<file path="config.mk">
export PLATFORM = sky130hd
export DESIGN_NAME = multicycle_control
export DESIGN_NICKNAME = d
export VERILOG_FILES = /design/src/rtl/multicycle_control.sv
export SDC_FILE = /design/constraint.sdc
export NUM_CORES = 1
export LEC_CHECK = 0
export CAP_MARGIN = 20
export CORE_AREA = 4 4 52 54
export CTS_BUF_LIST = sky130_fd_sc_hd__clkbuf_8
export CTS_CLUSTER_DIAMETER = 200
export DETAILED_ROUTE_END_ITERATION = 10
export DIE_AREA = 0 0 56 58
export PLACE_DENSITY_LB_ADDON = 0.25
export SYNTH_ARGS = -nofsm -noshare
export SYNTH_HDL_FRONTEND = slang
export SYNTH_SLANG_ARGS = --single-unit
</file>
<file path="constraint.sdc">
create_clock -name clk -period 2.28 [get_ports clk]
set_input_delay 0.57 -clock clk [delete_from_list [all_inputs] [get_ports clk]]
set_output_delay 0.57 -clock clk [all_outputs]
set_load 0.02 [all_outputs]
</file>
<file path="src/rtl/multicycle_control.sv">
// Main control FSM of the multi-cycle datapath: steps each instruction through
// fetch/decode/execute/memory/writeback and drives the ALU class and all enables.
module multicycle_control #(
    parameter logic [5:0] OP_RTYPE = 6'b000000,
    parameter logic [5:0] OP_LW    = 6'b100011,
    parameter logic [5:0] OP_SW    = 6'b101011,
    parameter logic [5:0] OP_BEQ   = 6'b000100,
    parameter logic [5:0] OP_J     = 6'b000010,
    parameter logic [5:0] OP_ADDI  = 6'b001000
) (
    input  logic       clk,
    input  logic       rst,
    input  logic [5:0] opcode,
    input  logic       zero,
    output logic [1:0] aluOP,
    output logic       alu_src_a,
    output logic [1:0] alu_src_b,
    output logic [1:0] pc_source,
    output logic       pc_en,
    output logic       i_or_d,
    output logic       mem_read,
    output logic       mem_write,
    output logic       ir_write,
    output logic       reg_dst,
    output logic       mem_to_reg,
    output logic       reg_write,
    output logic       instr_done,
    output logic       illegal_op,
    output logic [3:0] state
);

    typedef enum logic [3:0] {
        IDLE      = 4'd0,
        FETCH     = 4'd1,
        DECODE    = 4'd2,
        MEM_ADDR  = 4'd3,
        MEM_RD    = 4'd4,
        MEM_WB    = 4'd5,
        MEM_WR    = 4'd6,
        R_EXEC    = 4'd7,
        R_WB      = 4'd8,
        BRANCH    = 4'd9,
        JUMP      = 4'd10,
        ADDI_EXEC = 4'd11,
        ADDI_WB   = 4'd12
    } state_t;

    typedef struct packed {
        logic [1:0] alu_op;
        logic       alu_src_a;
        logic [1:0] alu_src_b;
        logic [1:0] pc_source;
        logic       pc_write;
        logic       pc_write_cond;
        logic       i_or_d;
        logic       mem_read;
        logic       mem_write;
        logic       ir_write;
        logic       reg_dst;
        logic       mem_to_reg;
        logic       reg_write;
        logic       instr_done;
    } ctrl_t;

    state_t state_q, state_d;
    ctrl_t  ctrl_q, ctrl_d;
    logic   opcode_legal;

    // Moore control word for a state; anything not listed stays 0.
    function automatic ctrl_t decode_ctrl(state_t s);
        ctrl_t c;
        c = '0;
        case (s)
            FETCH: begin
                c.mem_read  = 1'b1;
                c.ir_write  = 1'b1;
                c.alu_src_b = 2'b01;
                c.pc_write  = 1'b1;
            end
            DECODE:    c.alu_src_b = 2'b11;
            MEM_ADDR: begin
                c.alu_src_a = 1'b1;
                c.alu_src_b = 2'b10;
            end
            MEM_RD: begin
                c.mem_read = 1'b1;
                c.i_or_d   = 1'b1;
            end
            MEM_WB: begin
                c.reg_write  = 1'b1;
                c.mem_to_reg = 1'b1;
                c.instr_done = 1'b1;
            end
            MEM_WR: begin
                c.mem_write  = 1'b1;
                c.i_or_d     = 1'b1;
                c.instr_done = 1'b1;
            end
            R_EXEC: begin
                c.alu_src_a = 1'b1;
                c.alu_op    = 2'b10;
            end
            R_WB: begin
                c.reg_write  = 1'b1;
                c.reg_dst    = 1'b1;
                c.instr_done = 1'b1;
            end
            BRANCH: begin
                c.alu_src_a     = 1'b1;
                c.alu_op        = 2'b01;
                c.pc_write_cond = 1'b1;
                c.pc_source     = 2'b01;
                c.instr_done    = 1'b1;
            end
            JUMP: begin
                c.pc_write   = 1'b1;
                c.pc_source  = 2'b10;
                c.instr_done = 1'b1;
            end
            ADDI_EXEC: begin
                c.alu_src_a = 1'b1;
                c.alu_src_b = 2'b10;
                c.alu_op    = 2'b11;
            end
            ADDI_WB: begin
                c.reg_write  = 1'b1;
                c.instr_done = 1'b1;
            end
            default: c = '0;
        endcase
        return c;
    endfunction

    // NOTE: every always_comb output gets a default first so no path can infer a latch.
    always_comb begin
        opcode_legal = 1'b1;
        case (opcode)
            OP_RTYPE, OP_LW, OP_SW, OP_BEQ, OP_J, OP_ADDI: opcode_legal = 1'b1;
            default:                                       opcode_legal = 1'b0;
        endcase
    end

    always_comb begin
        state_d = FETCH;
        case (state_q)
            IDLE:   state_d = FETCH;
            FETCH:  state_d = DECODE;
            DECODE: begin
                case (opcode)
                    OP_LW, OP_SW: state_d = MEM_ADDR;
                    OP_RTYPE:     state_d = R_EXEC;
                    OP_BEQ:       state_d = BRANCH;
                    OP_J:         state_d = JUMP;
                    OP_ADDI:      state_d = ADDI_EXEC;
                    default:      state_d = FETCH;
                endcase
            end
            MEM_ADDR:  state_d = (opcode == OP_SW) ? MEM_WR : MEM_RD;
            MEM_RD:    state_d = MEM_WB;
            R_EXEC:    state_d = R_WB;
            ADDI_EXEC: state_d = ADDI_WB;
            default:   state_d = FETCH;
        endcase
        ctrl_d = decode_ctrl(state_d);
    end

    // NOTE: sequential state uses non-blocking assignments so all flops update together.
    // The control word is registered alongside the state, so reset clears it at once.
    always_ff @(posedge clk or posedge rst) begin
        if (rst) begin
            state_q <= IDLE;
            ctrl_q  <= '0;
        end else begin
            state_q <= state_d;
            ctrl_q  <= ctrl_d;
        end
    end

    assign illegal_op = (state_q == DECODE) && !opcode_legal;
    assign instr_done = ctrl_q.instr_done | illegal_op;
    assign pc_en      = ctrl_q.pc_write | (ctrl_q.pc_write_cond & zero);
    assign aluOP      = ctrl_q.alu_op;
    assign alu_src_a  = ctrl_q.alu_src_a;
    assign alu_src_b  = ctrl_q.alu_src_b;
    assign pc_source  = ctrl_q.pc_source;
    assign i_or_d     = ctrl_q.i_or_d;
    assign mem_read   = ctrl_q.mem_read;
    assign mem_write  = ctrl_q.mem_write;
    assign ir_write   = ctrl_q.ir_write;
    assign reg_dst    = ctrl_q.reg_dst;
    assign mem_to_reg = ctrl_q.mem_to_reg;
    assign reg_write  = ctrl_q.reg_write;
    assign state      = state_q;

endmodule

</file>
==> results.md, run 1 <==
* Outcome: finished, final reports clean
* Die width at 56 um
* Ys flop type: dfrtp_1
* Layout area overhead at 48.35%
* Yosys reg bits at 20
* Largest delay contributor family on the critical path: simple AND/OR/NAND/NOR gates
* Setup Viol. Count Final at 0
* Worst-Margin Slew at 0.3939 ns
* Final #Nets at 144
* Top area cells in the synthesized netlist: dfrtp_1 51%, buf_4 4.6%, nand2b_1 3.2%
* Post-synthesis sequential area ratio at 0.5076
* RePlAce Congestion at 0.8687
* Overall routed net length at 2212 um
* ANT cells at 0
* PortBufs at 29
* Post-synthesis simple-gate area fraction at 0.2195
* Hold Crit Endpoint: mem_to_reg$_DFF_PP0_
* Routed len/inst at 13.65 um
* R2r endpoint: aluOP[1]$_DFF_PP0_
* Area fraction of the dominant cell type after synthesis at 0.5076
* Fillers at 192
* Leak pwr at 0.6620 nW
* Mapped Avg Cell Area at 10.49 um2
* Crit path launch: opcode[5]
* Final cell count without fillers at 162
* I/O pins at 30
* Count leader, synth: dfrtp_1
* Hold Vio Cnt, Final at 0
* WP data required at 1.71 ns
* Synthesis Warnings at 0
* Number of flops mapped to enable cells by yosys at 0
* Post-synth top cells: 20 x dfrtp_1, 7 x nor2_1, 6 x buf_4
* Drt drc at 0
* Top achievable clock speed at 0.4450 GHz
* Core Footprint at 2212 um2
* Post-layout min period at 2.247 ns
* Post-DRT Antenna Nets at 0
* Post-DP HPWL at 1676 um
* Number of flip-flops under the largest register name at 4
* Reg2reg path depth at 6
* HP Class: reg2reg
* Grt total ovfl at 0
* PD cells at 1283 nW/um2
* WHS Path Cells at 2
* Setup bufs post-CTS at 0
* Max_cap viols at 0
* Mapped Area at 985.9 um2
* H-Tree Level Count at 1
* Yosys top cell by area: dfrtp_1
* Async S/R FF share, synth at 1.000
* Routed vias/inst at 5.247
* Die ar. at 3248 um2
* Worst Path Buf+Inv at 2
* Latest clock arrival within the worst-skew pair at 0.25 ns
* Worst r2r src: state[2]$_DFF_PP0_
* Critical path depth in cells at 6
* Layout cells sized above 1 at 0.2612
* Largest net degree at the start of global routing at 21
* CTS sink cnt at 20
* Setup TNS at 0 ns
* First-pass iteration count of the detailed router at 6
* Final Cycle Share at 0.9857
* Final Power at 1.876 mW
* Post-Synth XOR/XNOR Area at 0.02665
* Synthesized instance count at 94
* Crit Path Max Fanout at 3
* Root Driver: clkbuf_8
* Max transition margin at 0.7368
* Largest family of logic cells by synthesized area: simple AND/OR/NAND/NOR gates
* Mux contribution to synthesized area at 0
* Initial antenna violation count at 0
* Critical Path AT at 1.68 ns
* Global Route Usage Sum at 0.1441
* CTS Buf Count at 3
* Yosys cell types at 38
* Worst Setup End Kind: output port
* Slowest CP cell: or3_4
* DP Cell Count at 158
* Worst-path clk slew at 0.07 ns
* Hold Path Origin: state[1]$_DFF_PP0_
* Rows at 17
* Via count at 850
* VDD IR max at 649.4 uV
* Vias in the first global route at 849
* CTS tree: done
* Crit path cell chain: clkdlybuf4s15_2 -> or3_4 -> nor2_4 -> nor4_4 -> or2_4 -> buf_6
* Slowest cell delay on critical path at 0.41 ns
* Clock Path Buffers at 2
* Critical Setup Path Class: in2out
* First-pass GRT wire length at 3719 um
* Syn nets at 103
* Slack of the worst reg-to-reg path at 0.31 ns
* Die H at 58 um
* CP Launch Type: primary input
* RSZ-0062 raised after global routing: no
* Complex-gate fraction of the synthesized area at 0.1383
* Initial Utilization at 0.4457
* Adder-Cell Fraction of Synth Area at 0.02030
* DRT iter0 DRCs at 14
* Max Slew Vio Count at 0
* Layout Skew at 0.002577 ns
## layout by cell type, fill, tap and decap left out, types with 2 or more instances in the layout
cell type / instances
clkdlybuf4s50_1: 20
buf_4: 17
a21oi_1: 4
nand2b_2: 2
nor3_1: 2
a21o_1: 2
nand2_1: 3
o22ai_1: 2
xor2_1: 2
dlygate4sd2_1: 4
clkdlybuf4s15_1: 2
inv_1: 4
o21ai_0: 3
nor4_1: 2
clkbuf_8: 3
nor2_1: 6
o2111ai_1: 2
nand2b_1: 5
and2_1: 2
dfrtp_1: 20
## cell families (layout without fill, tap and decap cells)
logic type,Yosys count,after routing
DFF,20,20
adders and majority gates,2,2
xor gates and xnor gates,3,3
AOI/OAI and AO/OA,18,18
buffers and inverters,14,54
and+or+nand+nor,37,37
## routing by layer
metal | global-route usage | part of all wire | vias up
met2 | 0.2671 | 0.53 | 28
met4 | 0.08814 | 0.018 | 0
li1 | - | - | 405
met5 | 0 | 0 | -
met3 | 0.006682 | 0.050 | 4
met1 | 0.1632 | 0.40 | 413
## layout make-up
type | instances | area, um2 | share of cell area
Sequential cell | 20 | 500.5 | 0.3422
Multi-Input combinational cell | 60 | 430.4 | 0.2943
Timing Repair Buffer | 46 | 410.4 | 0.2806
Clock buffer | 3 | 41.29 | 0.02823
Tap cell | 28 | 35.03 | 0.02395
Clock inverter | 1 | 30.03 | 0.02053
Inverter | 4 | 15.01 | 0.01027
## timing repair
action                     CTS  global route
setup endpoints to repair    4             2
hold buffers                 0             0
gates resized for setup     25             3
pin swaps                    2             0
## worst max path at each step
stage / endpoint / slack, ns
after floorplan: instr_done / 0.04
after global placement: instr_done / -0.67
after detailed placement: instr_done / -0.72
after CTS: illegal_op / 0.004
after global routing: instr_done / 0.008
final: instr_done / 0.03
## report_power, final
| group | switching [mW] | internal (mW) |
|---|---|---|
| clock network | 0.116 | 0.234 |
| logic | 0.543 | 0.486 |
| registers | 0.0372 | 0.461 |
## through the flow
stage          setup WS (ns)  instance area (um2)    util  hold WS, ns
2_1_floorplan        0.04058                992.2       -       0.5338
3_3_place_gp         -0.6719                 1374  0.6210       0.6019
3_5_place_dp         -0.7220                 1374  0.6210       0.5984
4_1_cts             0.003819                 1455  0.6578       0.6139
5_1_grt             0.007642                 1463  0.6612       0.6395
6_report             0.03261                 1463  0.6612       0.6083
## worst min-delay path, stage by stage, from the launching register on
cell,delay (ns)
dfrtp_1,0.34
buf_4,0.15
nor3_1,0.07
(Power assumes the default switching activity.)
==> run 2, diff against run 1 <==
--- a/config.mk
+++ b/config.mk
@@ -6,11 +6,11 @@
 export NUM_CORES = 1
 export LEC_CHECK = 0
 export CAP_MARGIN = 20
-export CORE_AREA = 4 4 52 54
+export CORE_AREA = 4 4 81 45
 export CTS_BUF_LIST = sky130_fd_sc_hd__clkbuf_8
 export CTS_CLUSTER_DIAMETER = 200
 export DETAILED_ROUTE_END_ITERATION = 10
-export DIE_AREA = 0 0 56 58
+export DIE_AREA = 0 0 85 49
 export PLACE_DENSITY_LB_ADDON = 0.25
 export SYNTH_ARGS = -nofsm -noshare
 export SYNTH_HDL_FRONTEND = slang
==> run 2 against run 1 <==
Clock skew about the same. Via count shrank 6.5%. Critical path depth did not move. Die area rose by 28%. Non-clock buffer count up 1. Routed wire length shrank 6.8%. Design area increased by 1.3%. Clock power shrank 2%. First-iteration DRC count rose by 36%. Global-route usage fell by 4.2 points. Critical path type unchanged.
==> results.md, run 2 (synthesis results as in run 1) <==
* Crit Path Max Fanout at 3 (unchanged)
* WHS Path Cells at 2 (unchanged)
* Layout Skew at 0.002263 ns (-0.0003137 ns)
* Overall routed net length at 2061 um (-6.8%)
* HP Class: reg2reg
* Post-layout min period at 2.212 ns (-0.03565 ns)
* Net switching power figure at 0.6746 mW (-3.0%)
* Leak pwr at 0.6656 nW (+0.55%)
* DRT iter0 DRCs at 19 (+5)
* Hold Path Origin: state[1]$_DFF_PP0_
* Grt total ovfl at 0 (unchanged)
* DP Cell Count at 171 (+8.2%)
* Initial antenna violation count at 0 (unchanged)
* Root Driver: clkbuf_8
* Max_cap viols at 0 (unchanged)
* Critical Path AT at 1.64 ns (-0.04 ns)
* Number of flip-flops under the largest register name at 4 (unchanged)
* RePlAce Congestion at 0.7720 (-11%)
* Max transition margin at 0.7280 (-0.008861)
* Worst-Margin Slew at 0.4054 ns (+0.01142 ns)
* Final Cycle Share at 0.9701 (-0.01564)
* Hold Crit Endpoint: mem_to_reg$_DFF_PP0_
* Max Slew Vio Count at 0 (unchanged)
* Hold_ws at 0.6126 ns (+0.004309 ns)
* Latest clock arrival within the worst-skew pair at 0.25 ns (about the same)
* PD cells at 1260 nW/um2 (-1.8%)
* CP Launch Type: primary input
* PortBufs at 29 (unchanged)
* Hold_buf cts at 0 (unchanged)
* Final non-filler cell area at 1481 um2 (+1.3%)
* CTS sink cnt at 20 (unchanged)
* Rows at 14 (-3)
* Largest net degree at the start of global routing at 21 (unchanged)
* Routed vias/inst at 4.543 (-13%)
* Post-DP HPWL at 1591 um (-5.1%)
* Via count at 795 (-6.5%)
* CTS tree: done
* WP data required at 1.71 ns (about the same)
* Worst-path clk slew at 0.07 ns (about the same)
* Fillers at 276 (+44%)
* VDD IR max at 410.7 uV (-37%)
* Layout area overhead at 50.25%
* Switching share of total power at 0.3615 (-0.009276)
* Most frequent cells in the layout: 20 x dfrtp_1, 20 x clkdlybuf4s50_1, 18 x buf_4
* First-pass iteration count of the detailed router at 4 (-2)
* Die width at 85 um (+52%)
* Outcome: finished, final reports clean
* R2r endpoint: aluOP[1]$_DFF_PP0_
* Drt drc at 0 (unchanged)
* Internal power at 1.192 mW (+0.94%)
* Initial Utilization at 0.3370 (-0.1087)
* Critical Setup Path Class: in2out
* Post-DRT Antenna Nets at 0 (unchanged)
* Comb power frac at 0.548 (about the same)
* Hold Vio Cnt, Final at 0 (unchanged)
* Top achievable clock speed at 0.4521 GHz (+1.6%)
* Clock network power share at 0.184 (-0.002)
* Setup bufs post-CTS at 0 (unchanged)
* Core Footprint at 2925 um2 (+32%)
* Routed len/inst at 11.78 um (-14%)
* Die ar. at 4165 um2 (+28%)
* RSZ-0062 raised after global routing: no
* Worst Setup End Kind: output port
* Die H at 49 um (-16%)
* Reg2reg path depth at 6 (unchanged)
* Global Route Usage Sum at 0.1026 (-0.04153)
* Clock Path Buffers at 2 (unchanged)
* Slack of the worst reg-to-reg path at 0.43 ns (+0.12 ns)
* CTS Buf Count at 3 (unchanged)
* Cell Area, Placed at 1396 um2 (+1.6%)
* Vias in the first global route at 683 (-20%)
* H-Tree Level Count at 1 (unchanged)
* ANT cells at 0 (unchanged)
* First-pass GRT wire length at 3325 um (-11%)
* Setup Viol. Count Final at 0 (unchanged)
* Setup TNS at 0 ns (unchanged)
* Final #Nets at 145 (+0.69%)
* Layout cells sized above 1 at 0.2889 (+0.02769)
* Worst r2r src: state[3]$_DFF_PP0_
* I/O pins at 30 (unchanged)
* Final cell count without fillers at 175 (+8.0%)
* Reg power frac at 0.268 (+0.003)
==> run 2: cell count changes in the layout (fill, tap and decap cells not counted), sizes merged <==
cell / before / now
buf: 19 / 20
dlygate4sd2: 4 / 1
clkbuf: 3 / 6
==> run 2: area by class of cell <==
| type | instances | area, um2 | share of cell area |
|---|---|---|---|
| Sequential cell | 20 | 500.5 | 0.3378 |
| Clock buffer | 3 | 41.29 | 0.02787 |
| Inverter | 4 | 15.01 | 0.01014 |
| Clock inverter | 1 | 30.03 | 0.02027 |
| Tap cell | 40 | 50.05 | 0.03378 |
| Multi-Input combinational cell | 60 | 432.9 | 0.2922 |
| Timing Repair Buffer | 47 | 411.6 | 0.2779 |
==> run 2: how the worst max path moves through the flow <==
| stage | startpoint | slack [ns] | end | cells after the start |
|---|---|---|---|---|
| 5_1_grt | opcode[2] | 0.02 | instr_done | 6 |
| 3_5_place_dp | opcode[0] | -0.68 | instr_done | 6 |
| 6_report | opcode[1] | 0.07 | instr_done | 6 |
| 4_1_cts | opcode[2] | 0.01 | instr_done | 6 |
| 2_1_floorplan | state[1]$_DFF_PP0_ | 0.04 | instr_done | 5 |
| 3_3_place_gp | opcode[0] | -0.68 | instr_done | 6 |
==> run 2: what timing repair did <==
action                                  CTS  global route
resized for setup                        27             8
endpoints found under the setup margin    3             2
pin swaps                                 5             4
==> run 2: layer usage <==
layer  up-vias  track usage  part of all wire  routed length [um]
met5         -            0                 0                   0
met4         0      0.03158             0.010                  21
met3         2      0.03204             0.055                 114
met2        20       0.1534              0.45                 926
met1       370       0.1411              0.48                 998
li1        403            -                 -                   -
==> run 2: metrics by stage <==
step,util,setup WS (ns),power (mW)
global route,0.5064,0.01918,1.991
CTS,0.5068,0.01126,1.880
global placement,0.4773,-0.6769,1.515
finish,0.5064,0.06826,1.866
floorplan,-,0.04058,1.126
detailed placement,0.4773,-0.6819,1.519
==> run 2: worst max-delay path, cell delays in order <==
cell and delay (ns):
clkdlybuf4s15_1 0.19, maj3_2 0.34, nor2_4 0.11, nor4_4 0.06, or2_4 0.25, buf_6 0.13
==> run 2: power groups by stage <==
| stage | clock (mW) | sequential [mW] | combinational, mW |
|---|---|---|---|
| finish | 0.344 | 0.499 | 1.02 |
| global route | 0.373 | 0.510 | 1.11 |
| CTS | 0.356 | 0.498 | 1.03 |
| detailed placement | 0 | 0.503 | 1.02 |
| global placement | 0 | 0.503 | 1.01 |
| floorplan | 0 | 0.592 | 0.535 |
